==> src/rtl/sad_ctrl_pkg.sv <==
`default_nettype none
// ============================================================================
// Module      : sad_ctrl_pkg
// Description : Shared state, beat-kind and stride definitions for the SAD
//               search sequencer.
// Revision    : 1.0 - initial release
// ============================================================================
package sad_ctrl_pkg;

  typedef enum logic [2:0] {
    IDLE   = 3'd0,
    CLEAR  = 3'd1,
    SCAN   = 3'd2,
    DRAIN  = 3'd3,
    RD_MIN = 3'd4,
    RD_TAG = 3'd5,
    DONE   = 3'd6
  } sad_state_t;

  typedef enum logic [1:0] {
    SEED   = 2'd0,
    FSHIFT = 2'd1,
    WSHIFT = 2'd2
  } beat_kind_t;

  // One issued read as it travels down the delay line.
  typedef struct packed {
    logic        valid;
    beat_kind_t  kind;
    logic [31:0] addr;
  } beat_t;

  localparam logic [31:0] C_PAIR_STRIDE = 32'd4;

  function automatic beat_kind_t beat_kind(input logic first_row, input logic first_col);
    if (first_row && first_col) return SEED;
    else if (first_col)         return FSHIFT;
    else                        return WSHIFT;
  endfunction

endpackage
`default_nettype wire

==> src/rtl/sad_strobe_delay.sv <==
`default_nettype none
// ============================================================================
// Module      : sad_strobe_delay
// Description : Fixed-depth register delay line; flushed to zero on reset.
// Revision    : 1.0 - initial release
// ============================================================================
module sad_strobe_delay #(
  parameter int DEPTH = 2,
  parameter int WIDTH = 1
) (
  input  logic             clk,
  input  logic             rst_n,
  input  logic [WIDTH-1:0] din,
  output logic [WIDTH-1:0] dout
);

  logic [WIDTH-1:0] r_pipe [DEPTH];

  always_ff @(posedge clk or negedge rst_n) begin
    if (!rst_n) begin
      for (int i = 0; i < DEPTH; i++) r_pipe[i] <= '0;
    end else begin
      r_pipe[0] <= din;
      for (int i = 1; i < DEPTH; i++) r_pipe[i] <= r_pipe[i-1];
    end
  end

  assign dout = r_pipe[DEPTH-1];

endmodule
`default_nettype wire

==> src/rtl/sad_search_sequencer.sv <==
`default_nettype none
// ============================================================================
// Module      : sad_search_sequencer
// Description : Walks a ROWS x COLS candidate grid, steers the SAD unit and
//               reads back the minimum SAD and its tag.
// Revision    : 1.0 - initial release
// ============================================================================
module sad_search_sequencer
  import sad_ctrl_pkg::*;
#(
  parameter int ROWS       = 4,
  parameter int COLS       = 4,
  parameter int ROW_STRIDE = 64,
  parameter int PIPE_LAT   = 2
) (
  input  logic        clk,
  input  logic        rst_n,
  input  logic        start,
  input  logic [31:0] base_addr,
  input  logic [31:0] sad_value,
  output logic        busy,
  output logic        done,
  output logic        mem_rd,
  output logic [31:0] mem_addr,
  output logic [31:0] tag_addr,
  output logic        frame_shift,
  output logic        window_shift,
  output logic        min_in,
  output logic        load_min,
  output logic        clear_min,
  output logic [12:0] best_sad,
  output logic [31:0] best_tag
);

  localparam int c_beat_w = $bits(beat_t);

  sad_state_t  r_state, w_next;
  logic [15:0] r_row, r_col, r_drain;
  logic [31:0] r_row_addr, r_col_off;
  logic        w_last_beat, w_drain_end;
  beat_t       w_beat_in, w_beat_out;

  assign w_last_beat = (r_row == 16'(ROWS - 1)) && (r_col == 16'(COLS - 1));
  assign w_drain_end = (r_drain == 16'(PIPE_LAT - 1));

  always_ff @(posedge clk or negedge rst_n) begin
    if (!rst_n) r_state <= IDLE;
    else        r_state <= w_next;
  end

  always_comb begin
    w_next    = r_state;
    busy      = 1'b0;
    done      = 1'b0;
    mem_rd    = 1'b0;
    mem_addr  = '0;
    clear_min = 1'b0;
    load_min  = 1'b0;
    case (r_state)
      IDLE:   if (start) w_next = CLEAR;
      CLEAR: begin
        busy      = 1'b1;
        clear_min = 1'b1;
        w_next    = SCAN;
      end
      SCAN: begin
        busy     = 1'b1;
        mem_rd   = 1'b1;
        mem_addr = r_row_addr + r_col_off;
        if (w_last_beat) w_next = DRAIN;
      end
      DRAIN: begin
        busy = 1'b1;
        if (w_drain_end) w_next = RD_MIN;
      end
      RD_MIN: begin
        busy     = 1'b1;
        load_min = 1'b1;
        w_next   = RD_TAG;
      end
      RD_TAG: begin
        busy   = 1'b1;
        w_next = DONE;
      end
      DONE: begin
        done   = 1'b1;
        w_next = IDLE;
      end
      default: w_next = IDLE;
    endcase
  end

  // Row base and column offset are kept separately so each beat is one add.
  always_ff @(posedge clk or negedge rst_n) begin
    if (!rst_n) begin
      r_row      <= '0;
      r_col      <= '0;
      r_drain    <= '0;
      r_row_addr <= '0;
      r_col_off  <= '0;
      best_sad   <= '0;
      best_tag   <= '0;
    end else begin
      case (r_state)
        IDLE: if (start) begin
          r_row      <= '0;
          r_col      <= '0;
          r_drain    <= '0;
          r_row_addr <= base_addr;
          r_col_off  <= '0;
        end
        SCAN: begin
          if (r_col == 16'(COLS - 1)) begin
            r_col      <= '0;
            r_col_off  <= '0;
            r_row      <= r_row + 16'd1;
            r_row_addr <= r_row_addr + 32'(ROW_STRIDE);
          end else begin
            r_col     <= r_col + 16'd1;
            r_col_off <= r_col_off + C_PAIR_STRIDE;
          end
        end
        DRAIN:   r_drain  <= r_drain + 16'd1;
        RD_MIN:  best_sad <= sad_value[12:0];
        RD_TAG:  best_tag <= sad_value;
        default: ;
      endcase
    end
  end

  always_comb begin
    w_beat_in       = '0;
    w_beat_in.valid = mem_rd;
    if (mem_rd) begin
      w_beat_in.kind = beat_kind(r_row == 16'd0, r_col == 16'd0);
      w_beat_in.addr = mem_addr;
    end
  end

  sad_strobe_delay #(
    .DEPTH (PIPE_LAT),
    .WIDTH (c_beat_w)
  ) u_strobe_delay (
    .clk   (clk),
    .rst_n (rst_n),
    .din   (w_beat_in),
    .dout  (w_beat_out)
  );

  assign min_in       = w_beat_out.valid;
  assign frame_shift  = w_beat_out.valid && (w_beat_out.kind == FSHIFT);
  assign window_shift = w_beat_out.valid && (w_beat_out.kind == WSHIFT);
  assign tag_addr     = w_beat_out.valid ? w_beat_out.addr : 32'd0;

endmodule
`default_nettype wire

==> config.mk <==
export PLATFORM = sky130hd
export DESIGN_NAME = sad_search_sequencer
export DESIGN_NICKNAME = d
export VERILOG_FILES = /design/src/rtl/sad_ctrl_pkg.sv /design/src/rtl/sad_strobe_delay.sv /design/src/rtl/sad_search_sequencer.sv
export SDC_FILE = /design/constraint.sdc
export NUM_CORES = 1
export LEC_CHECK = 0
export CORE_ASPECT_RATIO = 0.75
export CORE_UTILIZATION = 55
export DETAILED_ROUTE_END_ITERATION = 8
export PLACE_DENSITY = 0.88
export SYNTH_ARGS = -nofsm -noshare
export SYNTH_HDL_FRONTEND = slang
export SYNTH_HIERARCHICAL = 1
export SYNTH_SLANG_ARGS = --single-unit
==> constraint.sdc <==
create_clock -name clk -period 7.1 [get_ports clk]
set_input_delay 1.065 -clock clk [delete_from_list [all_inputs] [get_ports clk]]
set_output_delay 1.065 -clock clk [all_outputs]
set_load 0.01 [all_outputs]
After elaboration in Yosys (flattened, before gate mapping) --
Cells that the tools add are included.
Word-level totals: register bits 230, bits of input ports 67, output and inout port bits 117
Operators by class: reduce and logical (&&, ||, !) cells 14, add/subtract/negate cells 6, equal/unequal tests 15, mux-type cells 26
Operator list (number):
- 2-to-1 mux 32 bit | 6
- case mux 32 bit (2 select lines) | 2
- case mux 16 bit (2 select lines) | 3
- adder 16 x 1 -> 16 bit (second input constant) | 3
- 2-to-1 mux 16 bit | 3
- 2-to-1 mux 34 bit | 1
- adder 32 x 3 -> 32 bit (second input constant) | 1
- adder 32 bit | 1
- adder 32 x 7 -> 32 bit (second input constant) | 1
- == test 16 x 2 -> 1 bit (second input constant) | 2
- logical NOT 16 bit | 2
- case mux 3 bit (6 select lines) | 1
- == test 16 x 1 -> 1 bit (second input constant) | 1
- == test 3 bit (second input constant) | 3
- 2-to-1 mux 3 bit | 3
- inequality test 2 bit (second input constant) | 4
- == test 3 x 2 -> 1 bit (second input constant) | 2
- AND reduction 3 bit | 2
- 2-to-1 mux 1 bit | 5
- OR reduction 5 bit | 1
- logical AND 1 bit | 4
- 2-to-1 mux 2 bit | 2
- AND reduction 2 bit | 2
- nonzero test 2 bit | 2
- 4 further kinds | 4

Logic depth before layout (Yosys ltp) --
Gate-level depths: netlist of the first run.
depth in word-level cells 4, depth in mapped cells 10, mapped depth without buffers 8

By module --
Netlist of the first run, hierarchy kept.
Modules (own cells, without submodules):
- sad_search_sequencer | cells an instance 1130, area an instance 9859.5 µm², times used 1
- sad_strobe_delay | cells an instance 105, area an instance 2014.4 µm², times used 1

Least setup slack after synthesis of the first run --
Ideal clock, no wire load.
path kind register to output, start point reg r_col_off[16], end point out mem_addr[27], stages on the path, launching flop included 10, data required time 6035 ps, slack 3580 ps, arrival time 2455 ps, cells stage by stage dfrtp_1 ha_1 o21ai_0 a21oi_1 a2111oi_0 a221oi_2 a21bo_1 a31oi_1 mux2i_1 buf_4
On the way: longest elaborated chain between the ends 2
RTL lines:
- start: declaration | line sad_search_sequencer.sv:39 | logic [31:0] r_row_addr, r_col_off;
- start signal: assignment | line sad_search_sequencer.sv:120 | r_col_off <= r_col_off + C_PAIR_STRIDE;
- adder 32 bit | line sad_search_sequencer.sv:69 | mem_addr = r_row_addr + r_col_off;
- 2-to-1 mux 32 bit | line sad_search_sequencer.sv:59 | case (r_state)
- end: declaration | line sad_search_sequencer.sv:24 | output logic [31:0] mem_addr,
No other way between the ends.

Worst setup path in the final report of the first run --
start point reg r_col_off[12], end point out mem_addr[29]
The elaborated chain is that of the path after synthesis.

==> metrics, run 1 <==
status completed; fillcell total approximately 1500; RSZ-0062 raised after global routing no; Initial Utilization a little under three fifths; clock buffer depth 3; TritonCTS clock tree built; clock latency at the later pin of the worst-skew pair 530 ps; Critical R2R Capture r_row_addr[26]; Worst R2R Start r_state[1]; cts repair resizes 0; routed vias/inst 6.02; Post-CTS Setup Bufs 0; placed cell areas 13400 µm²; Clock Sinks 228; # IOs 184; Async SR Flop Fraction 100%; post-synthesis cell count 1235; R2R depth 7; largest net degree at the start of global routing between 100 and 150; cell area after layout 14200 µm²; core area 21200 µm²; fmax 198 MHz; Leakage between 6 and 7 nW; Hold Buf Count CTS 0; Synth area leaders dfrtp_1 48%, o21ai_0 5.1%, nand2_1 4.4%, mux2_2 4.4%, buf_4 4.3%; clk slew on worst S/H paths roughly 60 ps; Routed WL per cell about 19 µm; Yosys Warn Count 6; Switching Share between 20% and 30%; vias in the first global route 9288; Max Slew Vio Count 0; GP Congestion 0.943; die area 22200 µm²; via count 9831; Gate power share 3.7%; post-route ant nets 0; WHS Path Cells 0; Initial DRT Pass Iterations 5; Post-synth EDFFs 0; Netlist cell types 73; H-tree depth 1; sequential power share 48.2%; Worst Max-Slew Pin Slew 1070 ps; Post-Syn Area 11900 µm²; dpl hpwl 21000 µm; fraction of layout cells with a size suffix above 1 between 9 and 10%; worst min path class flip-flop to flip-flop; max_cap viols 0; Hold Vio Cnt, Final 0; Post-synth top cells 228 x dfrtp_1, 139 x nand2_1, 122 x o21ai_0; Placement Setup Slack ~2700 ps; Total Wirelength between 30000 and 40000 µm; FP Rows 46; WS Path Type flip-flop to output pin; post-layout util 67.3%; final-stage net count 1432; peak supply drop 0.199 mV; count leader, synth dfrtp_1; Slew headroom 28.7%; fin crit share 71.0%; Initial DRC Count 889; Sw Pwr between 0.5 and 0.6 mW; startpoint types flip-flop; internal power roughly 2.1 mW; first-pass GRT wire length 48700 µm; Die W 172 µm; Clock Power Share 48.1%; number of remaining DRC errors 0; post-synth top area cell dfrtp_1; die height roughly 130 µm; top-area cell type share of the netlist area 48.1%; top_reg_cell synth dfrtp_1; CP max FO 10; Synth Register Bits between 200 and 250; GRT Residual Overflow 0; GRT Overall Usage 27.7%; Synthesized Nets approximately 1300; hold_sp u_strobe_delay/r_pipe[57]; Critical Path RT 6030 ps; Post-Synthesis Mean Instance Area 9.61 µm²; crit path time final 5040 ps; Worst Hold End u_strobe_delay/dout[22]; Worst Path Arrival 3980 ps; ANT cells 0; Num CTS Buffers 24; synthesis-to-layout area growth 20.0%; PnR worst setup slack 2060 ps; initial antenna violation count 0; endpoints failing setup 0; R2R setup slack 3620 ps; sequential element share of the synthesized area 48.1%; number of buffers added on ports 183; PD cells between 150 and 200 nW/µm²; worst clock skew 24.9 ps; Setup TNS Final 0 ps; critical path endpoint category output pin; CTS root buffer clkbuf_16
worst max-delay path, stage by stage (launching register included):
cell and delay [ps]:
dfrtp_1 480, ha_1 410, a21oi_1 290, o211ai_2 160
a22o_1 290, a211oi_1 470, nor4_1 130, a2111oi_0 500
nor3_1 200, clkdlybuf4s50_1 530
layer usage:
metal | vias to the layer above | track usage (%) | routed length [µm]
met5 | - | 0 | 0
met4 | 0 | 8.88 | 868
met3 | 67 | 3.79 | 2350
met2 | 450 | 45.5 | 14400
met1 | 4805 | 38.2 | 12800
li1 | 4509 | - | -
area by class of cell:
| class | instances | area (µm²) | area share, % |
|---|---|---|---|
| multi-input cells | 860 | 5350 | 37.5 |
| clock inverters | 13 | 173 | 1.21 |
| repair buffers | 194 | 1920 | 13.5 |
| well taps | 288 | 360 | 2.53 |
| flip-flops and latches | 228 | 5710 | 40.0 |
| inverters | 20 | 75.1 | 0.527 |
| clock buffers | 31 | 667 | 4.68 |
state kept, by name (all words and copies together) (netlist names):
name and cells:
u_strobe_delay/r_pipe 35, r_row_addr 32, best_sad 13, r_col 16, r_state 3, r_col_off 30
u_strobe_delay/dout 35, r_drain 16, best_tag 32, r_row 16
placed cells by master, fill, tap and decap left out, types with 8 or more instances in the layout:
cell and count:
o21ai_0 122, nand4_1 31, and3_1 34, dfrtp_1 228, nand3_1 51, a21oi_1 73
xnor2_1 14, a31oi_1 18, nor2_1 80, and4_1 9, and2_1 40, clkbuf_16 24
mux2_2 46, clkdlybuf4s50_1 182, a21o_1 12, nor4_1 11, inv_1 19, ha_1 37
buf_4 11, nand2_1 139, mux2i_1 8, o31ai_1 9, nor3_1 15, o22ai_1 11
xor2_1 22
stage by stage:
stage / total power, mW / cells / hold slack (ps)
3_5_place_dp: 1.44 / 1590 / 335
5_1_grt: 2.80 / 1634 / 352
6_report: 2.72 / 1634 / 347
2_1_floorplan: 1.35 / 1235 / 331
3_3_place_gp: 1.44 / 1590 / 331
4_1_cts: 2.74 / 1634 / 349
worst max path at each step:
stage,startpoint,endpoint,depth (start not counted)
floorplan,r_col_off[16],mem_addr[27],9
global placement,r_col_off[12],mem_addr[31],9
detailed placement,r_col_off[12],mem_addr[27],9
CTS,r_col_off[12],mem_addr[29],9
global route,r_col_off[12],mem_addr[29],9
finish,r_col_off[12],mem_addr[29],9
cells by family (layout without fill, tap and decap cells):
| kind of cell | Yosys count | count (layout) | synth area share, % |
|---|---|---|---|
| AO/OA/AOI/OAI | 287 | 287 | 14.5 |
| XOR/XNOR | 36 | 36 | 2.66 |
| adder cells (fa/ha/maj) | 37 | 37 | 3.90 |
| buffers and inverters | 147 | 258 | 6.94 |
| flip-flops | 228 | 228 | 48.1 |
| multiplexers | 54 | 54 | 5.04 |
| AND/OR/NAND/NOR | 446 | 446 | 18.9 |
power by group through the flow:
stage / clock network [mW] / logic [mW] / registers, mW
after global routing: 1.38 / 0.108 / 1.31
after global placement: 0 / 0.100 / 1.34
after detailed placement: 0 / 0.101 / 1.34
final: 1.31 / 0.0999 / 1.31
after CTS: 1.33 / 0.102 / 1.31
after floorplan: 0 / 0.00814 / 1.34
(Power assumes the default switching activity.)
==> run 2: changes to the inputs <==
Clock period 7.1 ns to 5.3 ns, I/O delays scaled along.
==> run 2 against run 1 <==
Compared with the run above: non-clock buffer count decreased by 2; global-route usage decreased by 0.82 points; sequential power increased by 34%; clock power increased by 27%; clock skew decreased by 8.4 ps; cell count decreased by 0.24%; worst setup slack got worse by 1500 ps; sequential share of layout area increased by 0.18 points; register-to-register slack got worse by 1800 ps; wire length decreased by 2.0%; sequential cell count unchanged; count of clock-buffer cells in the layout increased by 3; critical path type unchanged; largest cell class unchanged; highest routed layer unchanged.
==> metrics, run 2 (synthesis results as in run 1) <==
commonest non-fill, non-tap cell in the layout dfrtp_1; CP startpoint r_col_off[18]; WL met3 roughly 2400 µm; Initial DRC Count 895; RSZ-0062 raised after global routing no; R2R setup slack 1790 ps; clock buffer depth 3; Post-Place Cells approximately 1600; fraction of layout cells with a size suffix above 1 8.79%; endpoints failing setup 0; Leakage between 6 and 7 nW; core area 21200 µm²; Routed WL per cell between 15 and 20 µm; FP Rows 46; slowest stage delay, CP a little over 600 ps; H-tree depth 1; via count ~9700; Sw Pwr ~0.76 mW; GRT Residual Overflow 0; ANT cells 0; met2 WL post-DR 13400 µm; Gate power share 3.7%; WL met1 around 13000 µm; fillcell total approximately 1600; Critical R2R Capture r_row_addr[26]; Clock Power Share 46.9%; Max Slew Vio Count 0; R2R depth 6; worst clock skew around 17 ps; post-route ant nets 0; Worst R2R Start r_state[1]; number of buffers added on ports between 150 and 200; Layout Cells excl Fill between 1500 and 2000; Initial Utilization a little under three fifths; Clock Sinks roughly 230; startpoint types flip-flop; Post-CTS Setup Bufs 0; fmax 210 MHz; Initial DRT Pass Iterations 5; critical path cell sequence ha_1, nand3_1, o31ai_1, a2111oi_0, a221oi_2, a21oi_2, a31oi_1, mux2i_1, clkdlybuf4s50_1; dpl hpwl about 21000 µm; Setup TNS Final 0 ps; Num CTS Buffers 23; Critical Path RT 4510 ps; synthesis-to-layout area growth 19.4%; die area 22200 µm²; CTS root buffer clkbuf_16; largest net degree at the start of global routing 117; initial antenna violation count 0; CP max FO 8; worst min path class primary input to async pin; Hold Vio Cnt, Final 0; clock latency at the later pin of the worst-skew pair 530 ps; routed vias/inst 5.97; Die W 172 µm; Worst Max-Slew Pin Slew 1120 ps; max_cap viols 0; GRT Overall Usage 26.8%; Worst Path Arrival 3960 ps; GP Congestion 0.960; first-pass GRT wire length 47300 µm; crit path time final between 4000 and 5000 ps; internal power 2.80 mW; Hold Buf Count CTS 0; die height 129 µm; Switching Share 21.2%; Slew headroom 25.5%; # IOs about 180; PD cells 251 nW/µm²; WS Path Type flip-flop to output pin; final-stage net count 1429; clk slew on worst S/H paths 60 ps; peak supply drop 0.238 mV; commonest cells after routing, fill and taps aside 228 x dfrtp_1, 182 x clkdlybuf4s50_1, 139 x nand2_1; fin crit share 89.7%; TritonCTS clock tree built; critical path endpoint category output pin; critical path endpoint mem_addr[31]; Total Wirelength slightly below 30000 µm; cts repair resizes 0; vias in the first global route 9245; Top Layer Used met4; sequential power share around half; status completed; Worst path slowest cell clkdlybuf4s50_1; number of remaining DRC errors 0
run 2: how the worst min path moves through the flow:
stage / start / end / slack [ps] / depth (start not counted)
4_1_cts: u_strobe_delay/r_pipe[69] / u_strobe_delay/dout[34] / 350 / 0
3_3_place_gp: u_strobe_delay/r_pipe[69] / u_strobe_delay/dout[34] / 330 / 0
2_1_floorplan: u_strobe_delay/r_pipe[35] / u_strobe_delay/dout[0] / 330 / 0
3_5_place_dp: u_strobe_delay/r_pipe[35] / u_strobe_delay/dout[0] / 330 / 0
5_1_grt: u_strobe_delay/r_pipe[35] / u_strobe_delay/dout[0] / 350 / 0
6_report: rst_n / u_strobe_delay/r_pipe[43] / 300 / 1
run 2: area by class of cell:
class | instances | area, µm² | area share [%]
inverter | 20 | 75.1 | 0.529
tap | 288 | 360 | 2.54
clock buffer | 34 | 667 | 4.70
timing repair buffer | 192 | 1920 | 13.5
sequential | 228 | 5710 | 40.2
multi-input combinational | 860 | 5350 | 37.7
clock inverter | 8 | 111 | 0.785
run 2: routing by layer:
layer,vias to the layer above,global-route usage (%)
met5,-,0
met4,0,10.9
met3,67,5.01
met2,443,41.8
met1,4729,37.2
li1,4492,-
run 2: stage by stage:
step | setup WS (ps) | hold WS, ps | utilization (%) | instance area [µm²] | total power [mW]
floorplan | 2050 | 331 | - | 11900 | 1.81
global placement | 1280 | 332 | 63.3 | 13400 | 1.92
detailed placement | 1190 | 335 | 63.3 | 13400 | 1.93
CTS | 624 | 349 | 67.0 | 14200 | 3.58
global route | 365 | 351 | 67.0 | 14200 | 3.65
finish | 545 | 302 | 67.0 | 14200 | 3.56
run 2: critical path: cells and delay by family (launching register included):
kind	cells	cell delay, ps
AND/OR/NAND/NOR	1	150
flip-flops	1	450
buffers and inverters	1	620
multiplexers	1	300
adder cells (fa/ha/maj)	1	470
AO/OA/AOI/OAI	5	1460
run 2: power by group through the flow:
| stage | combinational (mW) | clock, mW | sequential, mW |
|---|---|---|---|
| after floorplan | 0.0109 | 0 | 1.80 |
| after global placement | 0.134 | 0 | 1.79 |
| after detailed placement | 0.136 | 0 | 1.79 |
| after CTS | 0.136 | 1.69 | 1.76 |
| after global routing | 0.145 | 1.75 | 1.76 |
| final | 0.133 | 1.67 | 1.76 |
